### config.mk
export PLATFORM = sky130hd
export DESIGN_NAME = branch_redirect_unit
export DESIGN_NICKNAME = d
export VERILOG_FILES = /design/src/rtl/branch_redirect_unit.sv
export SDC_FILE = /design/constraint.sdc
export NUM_CORES = 1
export LEC_CHECK = 0
export ABC_AREA = 0
export BUFFER_PORTS_ARGS = -buffer_cell sky130_fd_sc_hd__buf_2
export CAP_MARGIN = 30
export CORE_ASPECT_RATIO = 0.75
export CORE_MARGIN = 2
export CORE_UTILIZATION = 45
export DETAILED_ROUTE_END_ITERATION = 12
export PLACE_DENSITY = 0.8
export SETUP_SLACK_MARGIN = 0.3
export SLEW_MARGIN = 5
export SYNTH_ARGS = -nofsm -noshare
export SYNTH_HDL_FRONTEND = slang
export SYNTH_SLANG_ARGS = --single-unit
### constraint.sdc
create_clock -name clk -period 2.4 [get_ports clk]
set_clock_uncertainty 0.15 [all_clocks]
set_input_delay 0.24 -clock clk [delete_from_list [all_inputs] [get_ports clk]]
set_output_delay 0.24 -clock clk [all_outputs]
set_load 0.01 [all_outputs]
### src/rtl/branch_redirect_unit.sv
// rtl/branch_redirect_unit.sv - EX-stage branch redirect: PC mux select, IF/ID + ID/EX flush strobes.
// Optional BRANCH_STATS_EN adds saturating taken-branch and flush-cycle counters.
module branch_redirect_unit #(
   parameter int XLEN         = 64,
   parameter int FLUSH_CYCLES = 1
) (
   input  logic            clk,
   input  logic            reset,
   input  logic            branch_valid_in,
   input  logic            switch_branch_in,
   input  logic [XLEN-1:0] target_in,
   input  logic            fetch_ready,
   input  logic            stall_in,
   output logic            pc_sel_out,
   output logic [XLEN-1:0] pc_target_out,
   output logic            flush_ifid_out,
   output logic            flush_idex_out,
   output logic            redirect_busy_out
`ifdef BRANCH_STATS_EN
   ,
   output logic [31:0]     taken_count_out,
   output logic [31:0]     flush_cycle_count_out
`endif
);

   localparam logic [1:0] IDLE     = 2'd0;
   localparam logic [1:0] REDIRECT = 2'd1;
   localparam logic [1:0] FLUSH    = 2'd2;

   localparam logic [3:0] CNT_INIT = 4'(FLUSH_CYCLES - 1);

   if (FLUSH_CYCLES < 1 || FLUSH_CYCLES > 15) begin : g_bad_flush_cycles
      $error("branch_redirect_unit: FLUSH_CYCLES=%0d outside 1..15", FLUSH_CYCLES);
   end

   logic [1:0]      state;
   logic [XLEN-1:0] tgt_q;
   logic [3:0]      cnt;
   logic            take;

   // Branches arriving while busy are wrong-path and never reach this term.
   assign take = (state == IDLE) && branch_valid_in && switch_branch_in;

   always_ff @(posedge clk or posedge reset) begin
      if (reset) begin
         state <= IDLE;
         tgt_q <= '0;
         cnt   <= '0;
      end else begin
         case (state)
            IDLE: begin
               if (take) begin
                  tgt_q <= target_in;
                  state <= REDIRECT;
               end
            end
            REDIRECT: begin
               if (fetch_ready) begin
                  if (FLUSH_CYCLES == 1) begin
                     state <= IDLE;
                  end else begin
                     state <= FLUSH;
                     cnt   <= CNT_INIT;
                  end
               end
            end
            FLUSH: begin
               if (!stall_in) begin
                  if (cnt == 4'd1) begin
                     state <= IDLE;
                  end else begin
                     cnt <= cnt - 4'd1;
                  end
               end
            end
            default: state <= IDLE;
         endcase
      end
   end

   always_comb begin
      pc_sel_out        = 1'b0;
      flush_ifid_out    = 1'b0;
      flush_idex_out    = 1'b0;
      redirect_busy_out = 1'b0;
      pc_target_out     = tgt_q;
      case (state)
         REDIRECT: begin
            pc_sel_out        = 1'b1;
            flush_ifid_out    = 1'b1;
            flush_idex_out    = 1'b1;
            redirect_busy_out = 1'b1;
         end
         FLUSH: begin
            flush_ifid_out    = 1'b1;
            redirect_busy_out = 1'b1;
         end
         default: ;
      endcase
   end

`ifdef BRANCH_STATS_EN
   logic [31:0] taken_q;
   logic [31:0] flush_q;

   always_ff @(posedge clk or posedge reset) begin
      if (reset) begin
         taken_q <= '0;
         flush_q <= '0;
      end else begin
         if (take && taken_q != 32'hFFFF_FFFF) begin
            taken_q <= taken_q + 32'd1;
         end
         if (flush_ifid_out && flush_q != 32'hFFFF_FFFF) begin
            flush_q <= flush_q + 32'd1;
         end
      end
   end

   assign taken_count_out       = taken_q;
   assign flush_cycle_count_out = flush_q;
`endif

endmodule

==> flow_metrics.env <==
export IMPL_yosysSeqAreaShare_pct=61.18
export IMPL_num_vias=1985
export IMPL_final_common_cell="buf_2"
export IMPL_top_usage_layer="met2"
export IMPL_postLayoutCellArea_mm2=0.004242
export IMPL_ant_nets=0
export IMPL_worstPathMaxFanout=27
export IMPL_avgSynthCellArea_um2=18.59
export IMPL_cts_buffer_depth=2
export IMPL_ir_drop_mv=0.4808
export IMPL_place_gp_congestion=0.6969
export IMPL_gr_usage_met2_pct=39.09
export IMPL_cts_root_buf="clkbuf_8"
export IMPL_maxCapViolations=0
export IMPL_drt_pass1_iterations=4
export IMPL_multi_input_area_um2=929.6
export IMPL_worst_skew_pair_late_latency_ns=0.33
export IMPL_dp_hpwl_um=3558
export IMPL_placed_cells=352
export IMPL_final_util_pct=73.57
export IMPL_cts_tree="built"
export IMPL_use_met1_pct=25.45
export IMPL_layout_cells_most_common_list="buf_2 (136), dlygate4sd3_1 (66), dfrtp_1 (65)"
export IMPL_detail_route_wl_per_cell_um=15.74
export IMPL_crit_path_cell_trace="nand3b_4 -> buf_12 -> mux2_4"
export IMPL_ys_ff_latch=65
export IMPL_fin_nets=421
export IMPL_max_stage_delay_ns=0.47
export IMPL_drc=0
export IMPL_die_w_um=92.76
export IMPL_via_per_inst=4.574
export IMPL_p_leak_nw=2.245
export IMPL_grt_first_pass_wirelength_um=10960
export IMPL_path_class="reg -> reg"
export IMPL_arrival_ns=1.91
export IMPL_dpl_cell_area_mm2=0.003392
export IMPL_synthesis_area_mm2=0.002659
export IMPL_antenna_found_initial=0
export IMPL_regArea_mm2=0.001627
export IMPL_die_y_um=70.57
export IMPL_hp_class="in -> async"
export IMPL_htree_levels=3
export IMPL_clk_pin_slew_worst_paths_ns=0.07
export IMPL_ys_warn_count=0
export IMPL_worst_slew_pin_slew_ns=0.4807
export IMPL_ys_types=9
export IMPL_synth_nets=213
export IMPL_dieArea_mm2=0.006546
export IMPL_grtUsageMet3_pct=8.733
export IMPL_synth_top_area_share_pct=61.18
export IMPL_core_area_mm2=0.005766
export IMPL_outcome="finished clean"
export IMPL_slowest_stage="nand3b_4"
export IMPL_drt_initial_drc_count=42
export IMPL_floorplan_initialDensity_pct=46.12
export IMPL_finalMaxSlewViolations=0
export IMPL_max_freq_ghz=0.5417
export IMPL_required_ns=2.47
export IMPL_post_cts_resized=0
export IMPL_diodes=0
export IMPL_drive_gt1_share_pct=61.80
export IMPL_synth_area_leaders="dfrtp_1 (61%), mux2_4 (28%), mux2_2 (6.4%)"
export IMPL_grt_pass1_vias=2197
export IMPL_end_kind="flip-flop"
export IMPL_syn2layout_area_growth_pct=59.53
export IMPL_syn_inst=143
export IMPL_setup_viol=0
export IMPL_cp_start_kind="flip-flop"
export IMPL_rsz0062_at_grt="false"
export IMPL_synth_top_area_cell="dfrtp_1"
export IMPL_power_density_mw_per_mm2=785.9
export IMPL_clock_sinks=65
export IMPL_final_cells=434
export IMPL_grt_max_degree=28
export IMPL_fin_hold_ws_ns=0.3276
export IMPL_grt_usage_pct=22.38
export IMPL_finalHoldViolCount=0
export IMPL_row_count=24
export IMPL_port_buffers=136
export IMPL_tns_ns=0
export IMPL_fin_crit_ns=1.846
export IMPL_drt_wl_total_um=6829
export IMPL_fin_crit_sh_pct=76.92
export IMPL_slew_limit_headroom_pct=67.95
export IMPL_globalRouteOverflowTotal=0
export IMPL_cts_buffers=9
export IMPL_fillCellCount=375
export IMPL_io_pins=138
per-stage QoR:
stage                     worst slack [ns]  total power, mW
final                               0.5540            3.333
after global routing                0.4688            3.500
after CTS                           0.5410            3.342
after detailed placement            0.5638            2.341
after global placement              0.5951            2.322
after floorplan                     0.3835            1.994
cells in the mapped netlist:
master	n
buf_2	1
buf_4	3
buf_6	6
dfrtp_1	65
inv_1	2
mux2_2	15
mux2_4	49
nand3b_4	1
o21ai_0	1
cells by family (layout without fill, tap and decap cells):
logic type / after synthesis / after routing / share of synthesized area, %
buffers and inverters: 12 / 225 / 3.859
multiplexers: 64 / 64 / 34.02
AO/OA/AOI/OAI: 1 / 1 / 0.1881
flip-flops: 65 / 65 / 61.18
AND/OR/NAND/NOR: 1 / 1 / 0.7530
critical path, delay by kind of cell (launching register included):
kind                   cells  cell delay, ns
and+or+nand+nor            1            0.47
muxes                      1            0.32
buffers and inverters      1            0.35
DFF                        1            0.42
timing repair:
item                                   in CTS  in global routing
endpoints found under the hold margin      82                  0
hold buffers                               66                  0
buffers inserted                            0                  0
final cells by class:
type / count / share of cell area, %
sequential: 65 / 38.35
tap: 78 / 2.301
clock inverter: 3 / 0.9440
timing repair buffer: 207 / 32.80
clock buffer: 13 / 3.510
inverter: 2 / 0.1770
multi-input combinational: 66 / 21.92
flip-flops by register name, summed over array words and instances (netlist names):
signal         count
pc_target_out     64
state              1
power by group:
group	leakage, nW	switching [mW]	internal [mW]
registers	0.765	0.136	1.34
clock network	0.0974	0.393	0.506
logic	1.38	0.384	0.578
total	2.24	0.914	2.42
worst paths after layout:
path	from	to	slack (ns)	cells past startpoint
setup / recovery	state[0]$_DFFE_PP0P_	pc_target_out[31]$_DFFE_PP0P_	0.55	3
hold / removal	reset	pc_target_out[18]$_DFFE_PP0P_	0.33	3
setup reg to reg	state[0]$_DFFE_PP0P_	pc_target_out[31]$_DFFE_PP0P_	0.55	3
hold reg to reg	pc_target_out[11]$_DFFE_PP0P_	pc_target_out[11]$_DFFE_PP0P_	0.35	1
max in group asynchronous	reset	pc_target_out[9]$_DFFE_PP0P_	1.10	4
min in group clk	pc_target_out[11]$_DFFE_PP0P_	pc_target_out[11]$_DFFE_PP0P_	0.35	1
per-layer routing:
metal,up-vias,share of wire [%]
met2,84,51
met5,-,0
met1,981,41
li1,908,-
met4,0,1.9
met3,12,6.8
Power figures use the tool's default switching activity.
